`src/rtl/bilinear_dest_scan.sv`:
```
// Scale-factor divider plus destination raster scanner: 20-cycle restoring divide, then one coordinate per valid/ready beat.
// Coordinates and markers hold while ready is low; DEST_SCAN_ROUND_EN selects round-to-nearest instead of truncation.
module bilinear_dest_scan #(
    parameter int INDEX_WIDTH = 11,
    parameter int INT_WIDTH   = 8,
    parameter int FIX_WIDTH   = 12
) (
    input  logic                           clk_i,
    input  logic                           rst_i,
    input  logic                           start_i,
    input  logic [INDEX_WIDTH-1:0]         srcx_width_i,
    input  logic [INDEX_WIDTH-1:0]         srcy_height_i,
    input  logic [INDEX_WIDTH-1:0]         destx_width_i,
    input  logic [INDEX_WIDTH-1:0]         desty_height_i,
    output logic [INT_WIDTH+FIX_WIDTH-1:0] scale_factorx_o,
    output logic [INT_WIDTH+FIX_WIDTH-1:0] scale_factory_o,
    output logic [INDEX_WIDTH-1:0]         destx_o,
    output logic [INDEX_WIDTH-1:0]         desty_o,
    output logic                           coord_valid_o,
    input  logic                           coord_ready_i,
    output logic                           sof_o,
    output logic                           eol_o,
    output logic                           eof_o,
    output logic                           busy_o,
    output logic                           done_o,
    output logic                           cfg_err_o
);

    localparam int SW  = INT_WIDTH + FIX_WIDTH;
    localparam int DVW = SW + INDEX_WIDTH;
    localparam int CW  = $clog2(SW);
    localparam logic [CW-1:0]          DIV_LAST = CW'(SW - 1);
    localparam logic [INDEX_WIDTH-1:0] ONE      = INDEX_WIDTH'(1);

    typedef enum logic [1:0] {
        IDLE = 2'd0,
        DIV  = 2'd1,
        SCAN = 2'd2,
        DONE = 2'd3
    } state_t;

    state_t state, state_nxt;

    logic [INDEX_WIDTH-1:0] dst_w, dst_h;
    logic [CW-1:0]          div_cnt;
    logic [INDEX_WIDTH-1:0] rem_x, rem_y;
    logic [SW-1:0]          dvd_x, dvd_y;
    logic [SW-1:0]          quot_x, quot_y;
    logic                   ovf_x, ovf_y;
    logic                   cfg_err;

    // Full-width dividends for the incoming frame request
    logic [DVW-1:0]         dvd_x_full, dvd_y_full;
    logic [INDEX_WIDTH-1:0] hi_x, hi_y;
    logic                   size_bad;
    logic                   start_ok;

    always_comb begin
`ifdef DEST_SCAN_ROUND_EN
        dvd_x_full = (DVW'(srcx_width_i) << FIX_WIDTH) + DVW'(destx_width_i >> 1);
        dvd_y_full = (DVW'(srcy_height_i) << FIX_WIDTH) + DVW'(desty_height_i >> 1);
`else
        dvd_x_full = DVW'(srcx_width_i) << FIX_WIDTH;
        dvd_y_full = DVW'(srcy_height_i) << FIX_WIDTH;
`endif
        hi_x = dvd_x_full[DVW-1:SW];
        hi_y = dvd_y_full[DVW-1:SW];
    end

    assign size_bad = (destx_width_i == '0) || (desty_height_i == '0);
    assign start_ok = (state == IDLE) && start_i && !size_bad;

    // One restoring step per axis: shift in the next dividend bit, subtract if it fits
    logic [INDEX_WIDTH:0] trial_x, trial_y, diff_x, diff_y;
    logic                 ge_x, ge_y;

    always_comb begin
        trial_x = {rem_x, dvd_x[SW-1]};
        trial_y = {rem_y, dvd_y[SW-1]};
        ge_x    = trial_x >= {1'b0, dst_w};
        ge_y    = trial_y >= {1'b0, dst_h};
        diff_x  = trial_x - {1'b0, dst_w};
        diff_y  = trial_y - {1'b0, dst_h};
    end

    logic hs;
    logic at_eol, at_last_row;

    assign hs          = (state == SCAN) && coord_ready_i;
    assign at_eol      = destx_o == (dst_w - ONE);
    assign at_last_row = desty_o == (dst_h - ONE);

    always_comb begin
        state_nxt = state;
        case (state)
            IDLE: if (start_ok) state_nxt = DIV;
            DIV:  if (div_cnt == DIV_LAST) state_nxt = SCAN;
            SCAN: if (hs && at_eol && at_last_row) state_nxt = DONE;
            DONE: state_nxt = IDLE;
            default: state_nxt = IDLE;
        endcase
    end

    always_ff @(posedge clk_i) begin
        if (!rst_i) begin
            state <= IDLE;
        end else begin
            state <= state_nxt;
        end
    end

    always_ff @(posedge clk_i) begin
        if (!rst_i) begin
            dst_w   <= '0;
            dst_h   <= '0;
            cfg_err <= 1'b0;
        end else begin
            cfg_err <= (state == IDLE) && start_i && size_bad;
            if ((state == IDLE) && start_i) begin
                dst_w <= destx_width_i;
                dst_h <= desty_height_i;
            end
        end
    end

    always_ff @(posedge clk_i) begin
        if (!rst_i) begin
            div_cnt         <= '0;
            rem_x           <= '0;
            rem_y           <= '0;
            dvd_x           <= '0;
            dvd_y           <= '0;
            quot_x          <= '0;
            quot_y          <= '0;
            ovf_x           <= 1'b0;
            ovf_y           <= 1'b0;
            scale_factorx_o <= '0;
            scale_factory_o <= '0;
        end else if (start_ok) begin
            div_cnt <= '0;
            rem_x   <= hi_x;
            rem_y   <= hi_y;
            dvd_x   <= dvd_x_full[SW-1:0];
            dvd_y   <= dvd_y_full[SW-1:0];
            quot_x  <= '0;
            quot_y  <= '0;
            // Quotient cannot fit in SW bits when the top dividend slice already reaches the divisor
            ovf_x   <= hi_x >= destx_width_i;
            ovf_y   <= hi_y >= desty_height_i;
        end else if (state == DIV) begin
            div_cnt <= div_cnt + CW'(1);
            rem_x   <= ge_x ? diff_x[INDEX_WIDTH-1:0] : trial_x[INDEX_WIDTH-1:0];
            rem_y   <= ge_y ? diff_y[INDEX_WIDTH-1:0] : trial_y[INDEX_WIDTH-1:0];
            dvd_x   <= {dvd_x[SW-2:0], 1'b0};
            dvd_y   <= {dvd_y[SW-2:0], 1'b0};
            quot_x  <= {quot_x[SW-2:0], ge_x};
            quot_y  <= {quot_y[SW-2:0], ge_y};
            if (div_cnt == DIV_LAST) begin
                scale_factorx_o <= ovf_x ? '1 : {quot_x[SW-2:0], ge_x};
                scale_factory_o <= ovf_y ? '1 : {quot_y[SW-2:0], ge_y};
            end
        end
    end

    always_ff @(posedge clk_i) begin
        if (!rst_i) begin
            destx_o <= '0;
            desty_o <= '0;
        end else if (start_ok) begin
            destx_o <= '0;
            desty_o <= '0;
        end else if (hs) begin
            if (at_eol) begin
                destx_o <= '0;
                desty_o <= at_last_row ? '0 : desty_o + ONE;
            end else begin
                destx_o <= destx_o + ONE;
            end
        end
    end

    assign coord_valid_o = (state == SCAN);
    assign sof_o         = coord_valid_o && (destx_o == '0) && (desty_o == '0);
    assign eol_o         = coord_valid_o && at_eol;
    assign eof_o         = coord_valid_o && at_eol && at_last_row;
    assign busy_o        = (state != IDLE);
    assign done_o        = (state == DONE);
    assign cfg_err_o     = cfg_err;

endmodule

```
`config.mk`:
```
export PLATFORM = sky130hd
export DESIGN_NAME = bilinear_dest_scan
export DESIGN_NICKNAME = d
export VERILOG_FILES = /design/src/rtl/bilinear_dest_scan.sv
export SDC_FILE = /design/constraint.sdc
export NUM_CORES = 1
export LEC_CHECK = 0
export BUFFER_PORTS_ARGS = -buffer_cell sky130_fd_sc_hd__buf_2
export CAP_MARGIN = 20
export CELL_PAD_IN_SITES_DETAIL_PLACEMENT = 0
export CELL_PAD_IN_SITES_GLOBAL_PLACEMENT = 1
export CORE_AREA = 4 4 188 190
export DETAILED_ROUTE_END_ITERATION = 8
export DIE_AREA = 0 0 192 194
export GPL_TIMING_DRIVEN = 0
export PLACE_DENSITY = 0.64
export SYNTH_ARGS = -nofsm -noshare
export SYNTH_HDL_FRONTEND = slang
export SYNTH_SLANG_ARGS = --single-unit
```
`constraint.sdc`:
```
create_clock -name clk_i -period 5.4 [get_ports clk_i]
set_clock_uncertainty 0.1 [all_clocks]
set_input_delay 0.81 -clock clk_i [delete_from_list [all_inputs] [get_ports clk_i]]
set_output_delay 0.81 -clock clk_i [all_outputs]
set_load 0.1 [all_outputs]
```
* Word level (Yosys, flattened, before mapping)
Cells that the tools add are included.
** Storage, ports and cells
- Bits in registers :: 170
- Input port bits :: 48
- Output and inout bits :: 69
- Logic and storage cells :: 82
** Operators by class
- Add/subtract/negate cells :: 7
- Magnitude comparators :: 4
- Eq/ne operators :: 9
- Multiplexer cells :: 18
- Bitwise operators :: 2
- Reduce and logical (&&, ||, !) cells :: 23
** Operators by type and width (count)
- $mux W20 :: 6
- $logic_not A11 Y1 :: 4
- $mux W11 :: 4
- $ge A12 B11 Y1 :: 2
- $add A11 B1 Y11 const B :: 2
- $eq A11 B11 Y1 :: 2
- $ge A3 B11 Y1 :: 2
- $sub A11 B1 Y11 const B :: 2
- $sub A11 B11 Y11 :: 2
- $mux W3 :: 4
- $logic_and A1 B1 Y1 :: 10
- $pmux W2 S4 :: 1
- $mux W2 :: 3
- $reduce_and A3 Y1 :: 2
- $add A5 B1 Y5 const B :: 1
- $eq A5 B5 Y1 const B :: 1
- $eq A2 B2 Y1 const B :: 2
- $ne A2 B2 Y1 const B :: 2
- $reduce_bool A2 Y1 :: 2
- $eq A2 B1 Y1 const B :: 1
- $logic_not A2 Y1 :: 1
- $ne A2 B1 Y1 const B :: 1
- $not A1 Y1 :: 2
- $reduce_and A2 Y1 :: 1
- 3 further kinds :: 3

* Longest topological paths before layout
- Word-level depth :: 6
- Depth in mapped cells :: 12
- Mapped depth without buffers :: 11

* Least setup slack after synthesis
Ideal clock, no wire load.
- Path kind :: register -> output
- Start point :: register state[0]
- End point :: output port sof_o
- Data arrival time :: 4.632 ns
- Data required time :: 4.490 ns
- Path slack :: -0.142 ns
- Cell stages (with the launch flop) :: 6
- Path buffers :: 0
- Path through :: dfxtp_1 inv_1 ha_1 nor4b_1 nand4_1 nor4_1
** On the way
- Cells in the longest elaborated chain, start to end :: 3
** Ends and longest elaborated chain
- start: declaration :: line 42 : state_t state, state_nxt;
- start signal: assignment :: line 108 : state <= state_nxt;
- $eq A2 B2 Y1 :: line 182 : assign coord_valid_o = (state == SCAN);
- via coord_valid_o :: line 19 : output logic coord_valid_o,
- $logic_and A1 B1 Y1 (2 in a row) :: line 183 : assign sof_o = coord_valid_o && (destx_o == '0) && (desty_o == '0);
- end: declaration :: line 21 : output logic sof_o,
The timed path passes the listed nets, and every way through them passes these cells.

* Worst setup path after layout
- Start point :: register dst_w[1]
- End point :: output port eof_o
** On the way
- Cells in the longest elaborated chain, start to end :: 4
** Ends and longest elaborated chain
- start: declaration :: line 44 : logic [INDEX_WIDTH-1:0] dst_w, dst_h;
- start signal: assignment :: line 120 : dst_w <= destx_width_i;
- $sub A11 B1 Y11 :: line 90 : assign at_eol = destx_o == (dst_w - ONE);
- $eq A11 B11 Y1 :: line 90
- $logic_and A1 B1 Y1 (2 in a row) :: line 185 : assign eof_o = coord_valid_o && at_eol && at_last_row;
- end: declaration :: line 23 : output logic eof_o,
Every way passes these cells.

==> flow_summary.ini <==
[worst_setup_path]
critical_path_arrival_ps = 3390
critPathKind = flop to output pin
start_kind = flop
r2r-end = rem_y[4]
max_stage_delay_ps = 500
crit_family = buffers and inverters
r2r_start = dst_h[2]
slowest_stage = dfxtp_1
worstPathCellList = inv_1, ha_1, nor3b_2, and3_1, o21a_1, o31ai_2, and3_1, clkbuf_1, and3_1, buf_2
endpoint_kind = output pin
rrSetupSlack_ps = 1810
path_buf_inv = 3
cpMostUsedCell = and3_1
cp.required_ps = 4490
crit_fanout = 8
reg2reg_depth = 12

[synthesis]
ys_warn_count = 0
yosysTopAreaCell = dfxtp_1
syn_area_um2 = 8710
synth.avg_cell_area_um2 = 8.26
synthTopCellsByArea = dfxtp_1, mux2i_1, nor2_1
yosys_register_bits = 170
synth_most_common_cell = dfxtp_1
synth_nets = 1144
ys_top_cells_by_count = dfxtp_1, nor2_1, nor3_1, nand2_1, a21oi_1
synth_top_area_share = 0.391
synthFlopType = dfxtp_1
synth_edf_count = 0
yosysSeqAreaShare = 0.391
synthCells = 1054
synthArstFlopShare = 0
synth_cell_types = 61

[drt]
drcViolationCount = 0
vias_per_cell = 4.74
drt-pass1-iter-count = 5
vias = 7827
final_antenna_net_count = 0
postRouteWirelength_mm = 27.3
wire_per_inst_um = 16.5
drt_iter0_drc = 395

[timing]
rsz0062_at_grt = no
hold_viol_final = 0
period_share = 0.796
max_clock_freq_mhz = 233
post-route-min-period_ps = 4300
setup_violations = 0
max_slew_margin = 0.430
worstMarginPinSlew_ps = 854
timing.hold.ws_ps = 368
fin_setup_tns_ps = 0
final_max_slew_viol_count = 0

[clocking]
cts.hold.buffers_added = 0
clk_transition_reported_paths_ps = 70
post-cts-setup-buffer-count = 0
cts_buffers = 17
clockBufferDepth = 2
cts_num_sinks = 170
clock_latency_ps = 440
htree_levels = 4
cts_resized = 0
cts_tree = done
cts_root_buffer = clkbuf_16

[hold_path]
whs_path_depth = 2
holdPathEnd = rem_y[10]
hp-class = flop to flop
min-delay-start = rem_y[10]

[floorplanning]
die_w_um = 192
fp.coreArea_um2 = 33400
start_util = 0.260
rows = 67
die_h_um = 194
io_pins = 117
dieArea_um2 = 37200

[global_route]
grt_max_degree = 18
grt_usage = 0.145
grt_pass1_wl_mm = 42.6
antenna_found_initial = 3
gr-total-overflow = 0
grt_pass1_vias = 7601

[placed_design]
port_buffers = 116
place_congestion = 0.815
dp.cells = 1618
dp_hpwl_mm = 20.6
placed_area_um2 = 9850

[outcome]
status = finished, final reports clean

[final_layout]
layout-drive-gt1-share = 0.145
fin_nets = 1279
finalNonFillerCells = 1650
antennaDiodeCount = 0
fin_area_um2 = 10500
fillers = 3606
area_growth_syn_to_layout_pct = 20.0

[power_and_ir_drop]
vdd_ir_drop_max_mv = 0.276
powerDensity_nw_per_um2 = 499
total_leakage_power_nw = 4.24

[flow_run]
maxCapViolations = 0
==> per-stage QoR <==
step | utilization | setup WS (ps) | total power, mW
after floorplan | - | 1010 | 3.36
after global placement | 0.295 | 1470 | 3.96
after detailed placement | 0.295 | 1470 | 3.96
after CTS | 0.312 | 1090 | 5.24
after global routing | 0.312 | 800 | 5.57
final | 0.312 | 1100 | 5.22
==> tightest hold or removal path, cell delays in order, from the launching register on <==
cell	delay (ps)
dfxtp_1	310
nand2_1	60
a21oi_1	50
==> routing by layer <==
layer  part of all wire  wire length [um]  vias up  track usage
li1                   -                 -     3962            -
met1               0.50             13600     3660        0.208
met2               0.44             12000      179        0.222
met3              0.048              1300       22       0.0306
met4              0.012               322        4       0.0333
met5            0.00077                21        -            0
==> cells in the final DEF, fill, tap and decap left out, types with 4 or more instances in the layout <==
master	count
a31oi_1	6
o22ai_1	4
nor3b_1	4
clkbuf_16	17
nor4_1	15
nor2_1	138
a21o_1	17
a211oi_1	21
nand2b_1	5
nand4_1	10
ha_1	40
nand2_1	86
mux2i_1	61
o21ai_0	32
dfxtp_1	170
buf_2	124
xnor2_1	22
buf_1	4
nor2b_1	4
nor3_1	98
a21oi_1	70
nand3_1	24
clkbuf_1	47
inv_8	4
inv_1	52
xor2_1	29
or3_1	8
and3_1	18
or4_1	5
==> report_power, final <==
part           leakage (nW)  internal [mW]  switching (mW)
Combinational          2.58          0.914            1.50
Sequential             1.38           1.40           0.141
Clock                 0.284          0.670           0.597
Total                  4.24           2.98            2.24
==> registers in the layout, summed over array words and instances (netlist names) <==
| register | count |
|---|---|
| scale_factorx_o | 20 |
| scale_factory_o | 20 |
| quot_x | 19 |
| quot_y | 19 |
| destx_o | 11 |
| desty_o | 11 |
| dst_h | 11 |
| dst_w | 11 |
| rem_x | 11 |
| rem_y | 11 |
| dvd_x | 8 |
| dvd_y | 8 |
| div_cnt | 5 |
| state | 2 |
| cfg_err_o | 1 |
| ovf_x | 1 |
| ovf_y | 1 |
==> worst max-delay path by stage <==
stage / start / endpoint / slack [ps] / cells past startpoint
finish: dst_w[1] / eof_o / 1100 / 10
floorplan: state[0] / sof_o / 1010 / 5
detailed placement: desty_height_i[3] / scale_factory_o[10] / 1470 / 9
global placement: destx_width_i[7] / rem_y[9] / 1470 / 10
global route: dst_h[1] / eof_o / 800 / 10
CTS: dst_w[1] / eof_o / 1090 / 10
==> logic make-up after synthesis <==
logic type | Yosys count | share of synthesized area
simple gates | 436 | 0.243
compound gates | 181 | 0.131
flops | 170 | 0.391
buf+inv | 111 | 0.0490
mux | 63 | 0.0727
xor+xnor | 51 | 0.0513
fa+ha+maj | 42 | 0.0621
==> layout make-up <==
| cell class | count | area, um2 | share of cell area |
|---|---|---|---|
| buffer | 59 | 231 | 0.0221 |
| clock inverter | 14 | 158 | 0.0151 |
| clock buffer | 18 | 439 | 0.0420 |
| timing repair buffer | 116 | 581 | 0.0555 |
| inverter | 52 | 195 | 0.0187 |
| tap | 448 | 561 | 0.0536 |
| multi-input combinational | 773 | 4880 | 0.467 |
| sequential | 170 | 3400 | 0.326 |
No activity file was read; power rests on OpenSTA's default activity.
